`src/rtl/seg_capture.sv`:
```
// Captures a multiplexed, active-low 8-digit 7-segment display back into a
// 32-bit hex value, with per-digit glyph error flags, frame pulse and staleness.
module seg_capture #(
    parameter int unsigned SETTLE  = 4,
    parameter int unsigned TIMEOUT = 1000000
) (
    input  logic        clk,
    input  logic        rst,
    input  logic [7:0]  an,
    input  logic [6:0]  yn,
    output logic [31:0] value,
    output logic [7:0]  err,
    output logic        frame_valid,
    output logic        stale
);
    localparam int unsigned   TW      = $clog2(TIMEOUT + 1);
    localparam logic [7:0]    CAP_CNT = 8'(SETTLE - 1);
    localparam logic [7:0]    SAT_CNT = 8'(SETTLE);
    localparam logic [TW-1:0] TO_MAX  = TW'(TIMEOUT);

    logic [7:0]    an_s1_q, an_s1_d, an_s2_q, an_s2_d;
    logic [6:0]    yn_s1_q, yn_s1_d, yn_s2_q, yn_s2_d;
    logic [14:0]   prev_q, prev_d, cur;
    logic [7:0]    cnt_q, cnt_d;
    logic [TW-1:0] tcnt_q, tcnt_d;
    logic [31:0]   value_q, value_d;
    logic [7:0]    err_q, err_d;
    logic [7:0]    seen_q, seen_d, seen_next;
    logic          fv_q, fv_d;
    logic          stale_q, stale_d;
    logic          changed, capture, valid;
    logic [4:0]    glyph;

    // Returns {legal, nibble} for an active-low segment pattern (a..g).
    function automatic logic [4:0] decode(input logic [6:0] g);
        case (g)
            7'h01:   decode = {1'b1, 4'h0};
            7'h4F:   decode = {1'b1, 4'h1};
            7'h12:   decode = {1'b1, 4'h2};
            7'h06:   decode = {1'b1, 4'h3};
            7'h4C:   decode = {1'b1, 4'h4};
            7'h24:   decode = {1'b1, 4'h5};
            7'h20:   decode = {1'b1, 4'h6};
            7'h0F:   decode = {1'b1, 4'h7};
            7'h00:   decode = {1'b1, 4'h8};
            7'h04:   decode = {1'b1, 4'h9};
            7'h08:   decode = {1'b1, 4'hA};
            7'h60:   decode = {1'b1, 4'hB};
            7'h31:   decode = {1'b1, 4'hC};
            7'h42:   decode = {1'b1, 4'hD};
            7'h30:   decode = {1'b1, 4'hE};
            7'h38:   decode = {1'b1, 4'hF};
            default: decode = {1'b0, 4'h0};
        endcase
    endfunction

    always_comb begin
        an_s1_d = an;
        yn_s1_d = yn;
        an_s2_d = an_s1_q;
        yn_s2_d = yn_s1_q;
        cur     = {an_s2_q, yn_s2_q};
        prev_d  = cur;
        changed = (cur != prev_q);

        if (changed)
            cnt_d = '0;
        else if (cnt_q != SAT_CNT)
            cnt_d = cnt_q + 8'd1;
        else
            cnt_d = cnt_q;

        // Counter saturates above CAP_CNT, so this fires once per stable interval.
        capture = !changed && (cnt_d == CAP_CNT);
        valid   = capture && $onehot(~an_s2_q);
        glyph   = decode(yn_s2_q);

        value_d   = value_q;
        err_d     = err_q;
        seen_d    = seen_q;
        seen_next = seen_q | ~an_s2_q;
        fv_d      = 1'b0;
        if (valid) begin
            for (int unsigned i = 0; i < 8; i++) begin
                if (!an_s2_q[i[2:0]]) begin
                    if (glyph[4]) begin
                        value_d[{i[2:0], 2'b00} +: 4] = glyph[3:0];
                        err_d[i[2:0]] = 1'b0;
                    end else begin
                        err_d[i[2:0]] = 1'b1;
                    end
                end
            end
            if (&seen_next) begin
                fv_d   = 1'b1;
                seen_d = '0;
            end else begin
                seen_d = seen_next;
            end
        end

        if (valid)
            tcnt_d = '0;
        else if (tcnt_q != TO_MAX)
            tcnt_d = tcnt_q + 1'b1;
        else
            tcnt_d = tcnt_q;
        stale_d = (tcnt_d == TO_MAX);
    end

    always_ff @(posedge clk or posedge rst) begin
        if (rst) begin
            an_s1_q <= '1;
            an_s2_q <= '1;
            yn_s1_q <= '1;
            yn_s2_q <= '1;
            prev_q  <= '1;
            cnt_q   <= '0;
            tcnt_q  <= '0;
            value_q <= '0;
            err_q   <= '0;
            seen_q  <= '0;
            fv_q    <= 1'b0;
            stale_q <= 1'b0;
        end else begin
            an_s1_q <= an_s1_d;
            an_s2_q <= an_s2_d;
            yn_s1_q <= yn_s1_d;
            yn_s2_q <= yn_s2_d;
            prev_q  <= prev_d;
            cnt_q   <= cnt_d;
            tcnt_q  <= tcnt_d;
            value_q <= value_d;
            err_q   <= err_d;
            seen_q  <= seen_d;
            fv_q    <= fv_d;
            stale_q <= stale_d;
        end
    end

    assign value       = value_q;
    assign err         = err_q;
    assign frame_valid = fv_q;
    assign stale       = stale_q;

endmodule
```
`config.mk`:
```
export PLATFORM = sky130hd
export DESIGN_NAME = seg_capture
export DESIGN_NICKNAME = d
export VERILOG_FILES = /design/src/rtl/seg_capture.sv
export SDC_FILE = /design/constraint.sdc
export NUM_CORES = 1
export LEC_CHECK = 0
export ABC_AREA = 1
export CORE_MARGIN = 4
export CORE_UTILIZATION = 45
export CTS_CLUSTER_SIZE = 28
export DETAILED_ROUTE_END_ITERATION = 10
export PLACE_DENSITY = 0.75
export SYNTH_ARGS = -nofsm -noshare
export SYNTH_HDL_FRONTEND = slang
export SYNTH_SLANG_ARGS = --single-unit
```
`constraint.sdc`:
```
create_clock -name clk -period 6.3 [get_ports clk]
set_input_delay 1.26 -clock clk [delete_from_list [all_inputs] [get_ports clk]]
set_output_delay 1.26 -clock clk [all_outputs]
set_load 0.01 [all_outputs]
```
# Word level (Yosys, flattened, before mapping)
# Cells that the tools add are included.
# classes
n_eq_ne	21
n_addsub	9
bitwise	10
n_mux	9
n_reduce_logical	21
# op_table
cell	n
5-bit one-hot mux with 16 select lines	1
20-bit two-way mux	2
7-bit by 6-bit == test with 1-bit output (second input constant)	5
7-bit == test (second input constant)	4
8-bit two-way mux	3
3-bit AND reduction	8
20-bit by 1-bit adder with 20-bit output (second input constant)	1
20-bit == test (second input constant)	1
20-bit != test (second input constant)	1
2-bit AND reduction	8
15-bit != test	1
7-bit by 3-bit == test with 1-bit output (second input constant)	2
7-bit by 4-bit == test with 1-bit output (second input constant)	2
1-bit by 1-bit adder with 2-bit output	4
8-bit by 1-bit adder with 8-bit output (second input constant)	1
8-bit by 2-bit == test with 1-bit output (second input constant)	1
8-bit by 3-bit != test with 1-bit output (second input constant)	1
1-bit NOT	8
8-bit NOT	1
8-bit bitwise OR	1
8-bit AND reduction	1
7-bit by 1-bit == test with 1-bit output (second input constant)	1
7-bit by 5-bit == test with 1-bit output (second input constant)	1
7-bit logical NOT	1
6 further kinds	10
# word_totals
in_bits	17
ff_bits	123

# Depth between registers and ports, before layout
# logic_depth
ltp_word	8
depth_mapped	21

# Worst setup path before layout
# No wires, ideal clock.
# synth_timing
path_kind	reg2reg
from	register an_s2_q[1]
to	register seen_q[0]
period_less_slack_ps	3983
setup_slack_ps	2317
stages_incl_launch_ff	19
path_buffers	2
arrival_ps	3861
required_ps	6178
cell_sequence	dfstp_2 -> fa_1 -> inv_1 -> fa_1 -> fa_1 -> ha_1 -> inv_1 -> fa_1 -> nand2_1 -> nor2_1 -> nand2_1 -> nor2_1 -> nand3_1 -> nor2_1 -> nand3_2 -> buf_6 -> buf_8 -> nor2_8 -> nor2_2
# synth_between
elab_chain_cells	6
# synth_rtl
element	line_no	rtl
from (decl)	21	logic [7:0] an_s1_q, an_s1_d, an_s2_q, an_s2_d;
from (signal assigned)	127	an_s2_q <= an_s2_d;
8-bit NOT	75, 81	
1-bit by 1-bit adder with 2-bit output (implied by the code)	75	valid = capture && $onehot(~an_s2_q);
2-bit by 2-bit adder with 3-bit output (implied by the code)	75	
3-bit by 3-bit adder with 4-bit output (implied by the code)	75	
4-bit by 1-bit == test with 1-bit output	75	
1-bit logical AND	75	
to (signal assigned)	135	seen_q <= seen_d;
to (decl)	28	logic [7:0] seen_q, seen_d, seen_next;
# Parallel ways exist; a longest one is shown, timed or not.
# A chain may end at the register's enable or synchronous reset.

# Worst setup path in the final report
# layout_timing
from	register an_s2_q[1]
to	register value_q[27], in the netlist value[27]
# layout_between
elab_chain_cells	7
# layout_rtl
element	line_no	rtl
8-bit NOT	75	
1-bit by 1-bit adder with 2-bit output (implied by the code)	75	
2-bit by 2-bit adder with 3-bit output (implied by the code)	75	
3-bit by 3-bit adder with 4-bit output (implied by the code)	75	
4-bit by 1-bit == test with 1-bit output	75	
1-bit logical AND (*)	75	
3-bit AND reduction (no source line) (*)	--	
to (signal assigned)	133	value_q <= value_d;
to (decl)	26	logic [31:0] value_q, value_d;
# Every way passes the cells marked *; elsewhere a longest branch is shown, timed or not.

==> flow_summary.ini <==
[finish]
instances_no_fill = 970
stdcell_area_um2 = 7350
fin_util_pct = 57.7
regArea_um2 = 3130
nFillCells = 1129
drive_gt1_share_pct = 15.5
final_nets = 813
antenna_cells = 0
syn_to_final_growth_pct = 24.3
multi_input_comb_area_um2 = 2160

[timing]
finalSetupTns_ns = 0
hold_viol = 0
rsz0062_at_grt = false
worst_slack_ns = 1.39
fmax_mhz = 204
finClkSkew_ns = 0.00911
post-route-min-period_ns = 4.91
drv_slew = 0
period_share_pct = 77.9
holdWs_ns = 0.350
slew_headroom_pct = 21.0
tightest_slew_ns = 1.18
setup_viol = 0

[clock_tree]
cts_hold_buffers = 0
post_cts_resized = 0
clk_path_buf_depth = 2
numCtsBuffers = 17
clock-sinks = 123
clk_latency_ns = 0.42
htreeDepth = 4
tritoncts = yes
root_buffer = clkbuf_16
cts.clk_slew.worst_paths_ns = 0.06
postCtsSetupRepairBufs = 0

[pwr]
switchingPower_mw = 0.413
p_int_mw = 1.61
ir_worst_vdd_uv = 222
pwr-share-seq_pct = 41.1
p_leak_nw = 3.83
power_mw = 2.02
combPwrFrac_pct = 4.3
clockPowerShare_pct = 54.6
p_sw_share_pct = 20.4
p_per_area_nw_per_um2 = 275

[die]
dieWidth_um = 123
dieArea_um2 = 15000
core-area_um2 = 12700
placementRows = 41
die_h_um = 123
ios = 59
start_util_pct = 46.4

[route]
ant_nets = 0
top_layer_used = met4
vias = 4490
drtIter0Drc = 326
routed_wl_um = 12100
avgRoutedWirePerCell_um = 12.4
dr.pass1.iters = 5
drc = 0
dr_wl_met2_um = 5900
dr_wl_met3_um = 594
vias_per_cell = 4.63
wl_met1_um = 5390

[global_routing]
grt_pass1_wl_um = 20200
antenna_found_initial = 0
grtUsageTotal_pct = 17.5
grt_pass1_vias = 4324
grt_start_max_net_pins = 74
overflow = 0

[critical_path]
crit_fanout = 25
crit_slowest_cell = dfstp_2
crit_family = adder cells
cp.required_ns = 6.56
slowest_delay_ns = 0.63
crit_type = flip-flop to flip-flop
path_buf_inv = 3
end_kind = flip-flop
worstPathArrival_ns = 5.17
path_cells = fa_1 > inv_1 > fa_1 > fa_1 > ha_1 > inv_1 > fa_1 > nand2_1 > nor2_1 > nand2_1 > nor2_1 > nand3_1 > nor2_1 > nand3_2 > buf_4 > nor2_2 > nand2_1 > nand2_1 > o21ai_0
cp-start-kind = flip-flop

[logic_synthesis]
yosysMostFrequentCell = nand2_1
syn_area_um2 = 5910
ys_warn_count = 0
synth_edf_count = 0
synth_top_area_cell = dfrtp_1
syn_avg_cell_area_um2 = 8.30
synth_commonest_cells = nand2_1 (188), inv_1 (136), dfrtp_1 (78)
async_flop_share_pct = 100
synth_area_leaders = dfrtp_1 (33%), dfstp_2 (20%), nand2_1 (12%)
synth.lib_cells_used.distinct = 32
synth_cells = 712
yosysSeqAreaShare_pct = 53.0
ys_ff_latch = 123
yosys.area.top_type_share_pct = 33.0
synth-main-ff-cell = dfrtp_1
synth_nets = 740

[placement]
hpwl_um = 8560
dp.cells = 938
io_buffers = 58
place_congestion = 0.925
dp_slack_ns = 1.38
placed_cell_area_um2 = 6670

[min_path]
min_path_type = flip-flop to flip-flop

[status]
status = completed

[flow_run]
cap_violations = 0
[flip-flops by register name (all words and copies together), names as in the netlist, 7 cells and up]
signal,flops
tcnt_q,20
seen_q,8
err,8
cnt_q,8
prev_q,15
an_s1_q,8
yn_s1_q,7
value,32
an_s2_q,8
yn_s2_q,7
[cells in the final DEF, fill, tap and decap left out, types with 2 or more instances in the layout]
cell / Yosys / layout
nand2_1: 188 / 188
inv_1: 136 / 135
dfrtp_1: 78 / 78
nor2_1: 74 / 74
clkdlybuf4s50_1: 0 / 58
nand3_1: 56 / 56
dfstp_2: 45 / 45
clkbuf_16: 0 / 17
o21ai_0: 15 / 15
inv_2: 14 / 14
nor2_2: 13 / 13
nor3_1: 13 / 13
nand4_1: 10 / 10
xor2_1: 9 / 9
o21ai_1: 8 / 8
ha_1: 7 / 7
bufinv_16: 0 / 6
xnor2_1: 5 / 5
nor2_8: 5 / 5
a21oi_1: 5 / 5
nand2_2: 5 / 5
o22ai_1: 4 / 4
or2_2: 4 / 4
fa_1: 4 / 4
clkinvlp_4: 0 / 4
nand3_2: 2 / 2
clkbuf_8: 0 / 2
clkbuf_1: 1 / 2
buf_4: 0 / 2
[kinds of logic after synthesis]
| kind of cell | Yosys count | share of synthesized area, % |
|---|---|---|
| and+or+nand+nor | 373 | 28.4 |
| buffers and inverters | 156 | 10.4 |
| DFF | 123 | 53.0 |
| xor gates and xnor gates | 14 | 2.08 |
| AOI/OAI and AO/OA | 35 | 3.24 |
| adders and majority gates | 11 | 2.84 |
[worst reg2reg max path: cells and delay by family (launching register included)]
kind	cells	cell delay [ns]
AND/OR/NAND/NOR	10	1.52
buffers and inverters	3	0.57
adder cells (fa/ha/maj)	5	1.98
flip-flops	1	0.63
AO/OA/AOI/OAI	1	0.08
[area by class of cell]
cell class / count / area share, %
clock inverters: 11 / 2.93
clock buffers: 21 / 6.27
inverters: 150 / 7.70
repair buffers: 60 / 8.11
flip-flops and latches: 123 / 42.7
multi-input cells: 433 / 29.4
well taps: 172 / 2.93
[final timing paths]
kind                             from    endpoint  slack (ns)  cells after the start
min reg2reg                an_s1_q[5]  an_s2_q[5]        0.35                      0
max reg2reg                an_s2_q[1]   value[27]        1.39                     19
max in group asynchronous         rst   tcnt_q[6]        3.75                      3
min                        an_s1_q[5]  an_s2_q[5]        0.35                      0
max                        an_s2_q[1]   value[27]        1.39                     19
min in group asynchronous         rst   tcnt_q[2]        1.38                      2
[power by group through the flow]
stage / sequential (mW) / clock, mW / combinational [mW]
final: 0.832 / 1.10 / 0.0866
after global routing: 0.834 / 1.16 / 0.102
after detailed placement: 0.845 / 0 / 0.0878
after floorplan: 0.840 / 0 / 0.0618
after global placement: 0.844 / 0 / 0.0871
after CTS: 0.832 / 1.12 / 0.0886
[routing by layer]
metal  track usage [%]  up-vias
met5                 0        -
met4              6.44        0
met3              4.84       15
met2              27.8       95
met1              23.0     2080
li1                  -     2300
No activity file was read; power rests on OpenSTA's default activity.
